[src/rtl/seg7_pkg.sv]
// rtl/seg7_pkg.sv - seven-segment glyphs shared by the scan encoder and decoder
package seg7_pkg;

  // Bit 6 is segment a, bit 0 is segment g; 1 means lit.
  localparam logic [6:0] SEG_0   = 7'b1111110;
  localparam logic [6:0] SEG_1   = 7'b0110000;
  localparam logic [6:0] SEG_2   = 7'b1101101;
  localparam logic [6:0] SEG_3   = 7'b1111001;
  localparam logic [6:0] SEG_4   = 7'b0110011;
  localparam logic [6:0] SEG_5   = 7'b1011011;
  localparam logic [6:0] SEG_6   = 7'b1011111;
  localparam logic [6:0] SEG_7   = 7'b1110000;
  localparam logic [6:0] SEG_8   = 7'b1111111;
  localparam logic [6:0] SEG_9   = 7'b1111011;
  localparam logic [6:0] SEG_ERR = 7'b0011111;

  typedef enum logic {
    SEQ_HUNT,
    SEQ_COLLECT
  } seq_state_e;

endpackage

[src/rtl/seg7_to_bcd.sv]
// rtl/seg7_to_bcd.sv - combinational segment pattern to BCD digit decoder
module seg7_to_bcd
  import seg7_pkg::*;
(
  input  logic [6:0] pattern_i,
  output logic [3:0] bcd_o,
  output logic       bad_o
);

  always_comb begin
    bcd_o = 4'hF;
    bad_o = 1'b0;
    case (pattern_i)
      SEG_0:   bcd_o = 4'd0;
      SEG_1:   bcd_o = 4'd1;
      SEG_2:   bcd_o = 4'd2;
      SEG_3:   bcd_o = 4'd3;
      SEG_4:   bcd_o = 4'd4;
      SEG_5:   bcd_o = 4'd5;
      SEG_6:   bcd_o = 4'd6;
      SEG_7:   bcd_o = 4'd7;
      SEG_8:   bcd_o = 4'd8;
      SEG_9:   bcd_o = 4'd9;
      default: bad_o = 1'b1;
    endcase
  end

endmodule

[src/rtl/seg_scan_decoder.sv]
// rtl/seg_scan_decoder.sv - samples the multiplexed 7-segment scan bus and rebuilds time frames
module seg_scan_decoder
  import seg7_pkg::*;
#(
  parameter int NDIG   = 6,
  parameter int SETTLE = 4
) (
  input  logic              mclk,
  input  logic              rst,
  input  logic [6:0]        seg,
  input  logic [2:0]        de,
  output logic [4*NDIG-1:0] time_bcd,
  output logic              frame_valid,
  output logic              frame_err,
  output logic              seq_err
);

  localparam int            CW       = $clog2(SETTLE + 1);
  localparam logic [CW-1:0] CNT_MAX  = CW'(SETTLE);
  localparam logic [CW-1:0] CNT_ARM  = CW'(SETTLE - 1);
  localparam logic [2:0]    LAST_IDX = 3'(NDIG - 1);

  logic [6:0]        seg_s1_q, seg_s2_q;
  logic [2:0]        de_s1_q, de_s2_q;
  logic [9:0]        prev_q;
  logic [CW-1:0]     cnt_q, cnt_d;
  seq_state_e        state_q, state_d;
  logic [2:0]        exp_q, exp_d;
  logic [4*NDIG-1:0] shadow_q, shadow_d;
  logic [4*NDIG-1:0] time_q, time_d;
  logic              bad_q, bad_d;
  logic              fv_q, fv_d;
  logic              ferr_q, ferr_d;
  logic              serr_q, serr_d;

  logic              same;
  logic              capture;
  logic [3:0]        nib;
  logic              nib_bad;
  logic [4*NDIG-1:0] merged;

  seg7_to_bcd u_dec (
    .pattern_i (seg_s2_q),
    .bcd_o     (nib),
    .bad_o     (nib_bad)
  );

  assign same    = ({de_s2_q, seg_s2_q} == prev_q);
  // Fires exactly once per dwell: the cycle the count steps onto SETTLE.
  assign capture = same && (cnt_q == CNT_ARM);

  always_comb begin
    cnt_d = cnt_q;
    if (!same) begin
      cnt_d = CW'(1);
    end else if (cnt_q != CNT_MAX) begin
      cnt_d = cnt_q + CW'(1);
    end
  end

  // Shadow with the freshly decoded nibble dropped into its slot; digit 0 is the MS nibble.
  always_comb begin
    merged = shadow_q;
    for (int i = 0; i < NDIG; i++) begin
      if (de_s2_q == 3'(i)) begin
        merged[4*(NDIG-1-i) +: 4] = nib;
      end
    end
  end

  always_comb begin
    state_d  = state_q;
    exp_d    = exp_q;
    shadow_d = shadow_q;
    bad_d    = bad_q;
    time_d   = time_q;
    fv_d     = 1'b0;
    ferr_d   = ferr_q;
    serr_d   = 1'b0;
    if (capture) begin
      if (state_q == SEQ_HUNT) begin
        if (de_s2_q == 3'd0) begin
          if (NDIG == 1) begin
            time_d = merged;
            fv_d   = 1'b1;
            ferr_d = nib_bad;
          end else begin
            shadow_d = merged;
            bad_d    = nib_bad;
            exp_d    = 3'd1;
            state_d  = SEQ_COLLECT;
          end
        end
      end else if (de_s2_q == exp_q) begin
        if (de_s2_q == LAST_IDX) begin
          time_d  = merged;
          fv_d    = 1'b1;
          ferr_d  = bad_q | nib_bad;
          bad_d   = 1'b0;
          exp_d   = 3'd0;
          state_d = SEQ_HUNT;
        end else begin
          shadow_d = merged;
          bad_d    = bad_q | nib_bad;
          exp_d    = exp_q + 3'd1;
        end
      end else begin
        // Out-of-order digit: drop the partial frame, but a fresh digit 0 restarts it.
        serr_d   = 1'b1;
        shadow_d = '0;
        bad_d    = 1'b0;
        if (de_s2_q == 3'd0) begin
          shadow_d[4*NDIG-1 -: 4] = nib;
          bad_d                   = nib_bad;
          exp_d                   = 3'd1;
        end else begin
          exp_d   = 3'd0;
          state_d = SEQ_HUNT;
        end
      end
    end
  end

  always_ff @(posedge mclk or posedge rst) begin
    if (rst) begin
      seg_s1_q <= '0;
      seg_s2_q <= '0;
      de_s1_q  <= '0;
      de_s2_q  <= '0;
      prev_q   <= '0;
      cnt_q    <= '0;
      state_q  <= SEQ_HUNT;
      exp_q    <= '0;
      shadow_q <= '0;
      bad_q    <= 1'b0;
      time_q   <= '0;
      fv_q     <= 1'b0;
      ferr_q   <= 1'b0;
      serr_q   <= 1'b0;
    end else begin
      seg_s1_q <= seg;
      seg_s2_q <= seg_s1_q;
      de_s1_q  <= de;
      de_s2_q  <= de_s1_q;
      prev_q   <= {de_s2_q, seg_s2_q};
      cnt_q    <= cnt_d;
      state_q  <= state_d;
      exp_q    <= exp_d;
      shadow_q <= shadow_d;
      bad_q    <= bad_d;
      time_q   <= time_d;
      fv_q     <= fv_d;
      ferr_q   <= ferr_d;
      serr_q   <= serr_d;
    end
  end

  assign time_bcd    = time_q;
  assign frame_valid = fv_q;
  assign frame_err   = ferr_q;
  assign seq_err     = serr_q;

endmodule

[config.mk]
export PLATFORM = sky130hd
export DESIGN_NAME = seg_scan_decoder
export DESIGN_NICKNAME = d
export VERILOG_FILES = /design/src/rtl/seg7_pkg.sv /design/src/rtl/seg7_to_bcd.sv /design/src/rtl/seg_scan_decoder.sv
export SDC_FILE = /design/constraint.sdc
export NUM_CORES = 1
export LEC_CHECK = 0
export CAP_MARGIN = 10
export CELL_PAD_IN_SITES_DETAIL_PLACEMENT = 1
export CELL_PAD_IN_SITES_GLOBAL_PLACEMENT = 2
export CORE_ASPECT_RATIO = 0.8
export CORE_MARGIN = 3
export CORE_UTILIZATION = 35
export CTS_CLUSTER_SIZE = 8
export DETAILED_ROUTE_END_ITERATION = 12
export PLACE_DENSITY_LB_ADDON = 0.12
export SYNTH_ARGS = -nofsm -noshare
export SYNTH_HDL_FRONTEND = slang
export SYNTH_HIERARCHICAL = 1
export SYNTH_SLANG_ARGS = --single-unit
[constraint.sdc]
create_clock -name mclk -period 2.7 [get_ports mclk]
set_clock_uncertainty 0.2 [all_clocks]
set_input_delay 0.405 -clock mclk [delete_from_list [all_inputs] [get_ports mclk]]
set_output_delay 0.405 -clock mclk [all_outputs]
set_load 0.1 [all_outputs]
==> impl_metrics.toml, run 1 <==
[clocking]
post_cts_buffers = 0
cts_tree = "built"
holdBufCountCts = 0
root_buffer = "clkbuf_16"
cts_resized = 0
numCtsBuffers = 9
ctsLongestPathBuffers = 2
cts_sinks = 89
clkSlewWorstSetupHoldPaths_ns = 0.07
clock_latency_ns = 0.34
h-tree-depth = 3

[worst_setup_path]
end_kind = "flip-flop"
reg2reg_slack_ns = 0.15
r2r-start = "seg_s2_q[6]"
worstPathRequired_ns = 2.73
slowest_stage = "or4b_4"
crit_family = "simple AND/OR/NAND/NOR gates"
cp-start-kind = "flip-flop"
critPathMaxFanout = 8
slowest_delay_ns = 0.51
reg2reg_to = "shadow_q[4]"
path_cells = "nand3_1 -> or4b_4 -> o211ai_2 -> o21ai_1 -> mux2i_1 -> nor2_1 -> mux2_4"
critical_path_class = "flip-flop to flip-flop"
path_buf_inv = 0
crit_arrival_ns = 2.58
r2r_cells = 7

[pwr]
power_leakage_nw = 2.35
p_per_area_mw_per_mm2 = 626
p_clk_frac = 0.505
comb_power_share = 0.051
pwr-share-seq = 0.444
p_sw_frac = 0.215
switchingPower_w = 0.000666
internal-power_w = 0.00244
max-vdd-ir-drop_mv = 0.384

[floorplan]
row_count = 34
die_area_mm2 = 0.0128
die_h_um = 102
io_pins = 39
start_util = 0.364
core_mm2 = 0.0111
die_width_um = 126

[synthesis]
yosysMostFrequentCell = "dfrtp_1"
synth-main-ff-cell = "dfrtp_1"
ys_ff_latch = 89
synth_warnings = 6
synthCells = 340
synth_top_area_frac = 0.553
synth_edf_count = 0
syn_nets = 356
netlist_area_mm2 = 0.00403
synth_common_cells = "dfrtp_1, nand2_1, nor2_1"
avgSynthCellArea_um2 = 11.9
yosysTopAreaCell = "dfrtp_1"
synth.area.top_cells = "dfrtp_1, mux2_4, mux2i_1"
synthDistinctLibCells = 46
seq_area_frac_synth = 0.553
synth-async-reset-ratio = 1.00

[run_status]
status = "finished clean"

[layout]
final_cells = 536
final_nets = 403
diodes = 0
fillCellCount = 1226
area_growth_pct = 23.0
drive_gt1_frac = 0.232
fin_area_mm2 = 0.00496

[placed_design]
hpwl_um = 5980
place_inst = 520
place_ws_ns = 0.187
place_congestion = 0.783
place_area_mm2 = 0.00458
io_buffer_count = 38

[timing]
hold_viol_final = 0
setup_tns_ns = 0
tightest_slew_ns = 0.729
relSlewSlack = 0.511
fin_ws_ns = 0.150
period_minus_slack_ns = 2.55
setup_viol = 0
fmax_mhz = 392
whs_ns = 0.148
rsz0062_at_grt = "yes"
timing.final.crit_share = 0.945
drv_slew = 0

[detailed_routing]
dr_total_vias = 2666
wl_per_cell_um = 16.4
vias_per_cell = 4.97
drtAntennaViolNets = 0
drtIter0Drc = 82
first_pass_iters = 4
drc = 0
totalWireLength_um = 8780

[global_routing]
grtUsageTotal = 0.145
grt_max_degree = 51
antenna_found_initial = 0
overflow = 0
grt_pass1_wl_um = 14700
grt_pass1_vias = 2828

[min_path]
worstHoldEndpoint = "seg_s2_q[2]"
min_path_type = "flip-flop to flip-flop"
worstHoldPathCells = 0
min_from = "seg_s1_q[2]"

[job]
max_cap_viol_count = 0
==> layout by cell type, fill, tap and decap left out, types with 2 or more instances in the layout <==
cell / Yosys / final
a21oi_1: 3 / 3
a22o_1: 5 / 5
a31oi_1: 4 / 4
and3_1: 4 / 4
and4_1: 3 / 3
and4b_1: 2 / 2
buf_12: 0 / 4
buf_4: 2 / 36
bufinv_16: 0 / 4
clkbuf_16: 0 / 9
clkdlybuf4s50_1: 0 / 11
dfrtp_1: 89 / 89
ha_1: 4 / 4
inv_1: 11 / 10
inv_6: 0 / 2
mux2_2: 4 / 4
mux2_4: 20 / 20
mux2i_1: 24 / 24
nand2_1: 33 / 33
nand3_1: 8 / 8
nand3b_1: 3 / 3
nand4_1: 4 / 4
nor2_1: 31 / 31
nor2b_1: 2 / 2
nor3_1: 4 / 4
nor3b_2: 3 / 3
o21ai_0: 23 / 23
o21ai_1: 7 / 7
xnor2_1: 15 / 15
==> sequential cells by signal (all words and copies together) (netlist names) <==
| name | flops |
|---|---|
| bad_q | 1 |
| time_bcd | 24 |
| de_s2_q | 3 |
| frame_err | 1 |
| cnt_q | 3 |
| exp_q | 3 |
| prev_q | 10 |
| seg_s1_q | 7 |
| state_q | 1 |
| de_s1_q | 3 |
| seg_s2_q | 7 |
| frame_valid | 1 |
| shadow_q | 24 |
| seq_err | 1 |
==> area by class of cell <==
type                            instances  area, um^2  area share
Timing Repair Buffer                   51         460      0.0929
Sequential cell                        89        2230       0.449
Clock buffer                            9         225      0.0454
Tap cell                              144         180      0.0363
Multi-Input combinational cell        225        1670       0.337
Clock inverter                          7         149      0.0300
Inverter                               11        45.0     0.00908
==> worst max-delay path by stage <==
stage | start | end | cells past startpoint
after floorplan | seg_s2_q[4] | shadow_q[19] | 7
after global placement | seg_s2_q[4] | shadow_q[12] | 7
after detailed placement | seg_s2_q[4] | shadow_q[4] | 7
after CTS | seg_s2_q[4] | shadow_q[12] | 7
after global routing | seg_s2_q[6] | shadow_q[12] | 7
final | seg_s2_q[6] | shadow_q[4] | 7
==> metal layers <==
layer	GRT usage	part of all wire	vias up
met1	0.195	0.49	1344
met5	0	0	-
met4	0.0371	0.010	0
met2	0.235	0.46	39
met3	0.0397	0.034	9
li1	-	-	1274
==> cells by family after synthesis <==
| kind of cell | synth area share |
|---|---|
| muxes | 0.145 |
| adders and majority gates | 0.0124 |
| xor gates and xnor gates | 0.0326 |
| and+or+nand+nor | 0.147 |
| DFF | 0.553 |
| AOI/OAI and AO/OA | 0.0758 |
| buffers and inverters | 0.0342 |
==> metrics by stage <==
step	total power (W)	utilization
4_1_cts	0.00315	0.448
3_5_place_dp	0.00156	0.414
5_1_grt	0.00322	0.448
2_1_floorplan	0.00150	-
6_report	0.00310	0.448
3_3_place_gp	0.00156	0.414
==> power groups by stage <==
stage	clock network, W	registers [W]	logic, W
floorplan	0	0.00139	0.000107
detailed placement	0	0.00140	0.000162
CTS	0.00161	0.00138	0.000162
global route	0.00166	0.00138	0.000176
finish	0.00157	0.00138	0.000158
global placement	0	0.00140	0.000160
(Power assumes the default switching activity.)
==> run 2: changes to the inputs <==
--- a/config.mk
+++ b/config.mk
@@ -5,6 +5,7 @@
 export SDC_FILE = /design/constraint.sdc
 export NUM_CORES = 1
 export LEC_CHECK = 0
+export ABC_CLOCK_PERIOD_IN_PS = 2700
 export CAP_MARGIN = 10
 export CELL_PAD_IN_SITES_DETAIL_PLACEMENT = 1
 export CELL_PAD_IN_SITES_GLOBAL_PLACEMENT = 2
==> results of run 2 <==
Same layout as run 1: the final DEF is identical, and so are final timing and power.
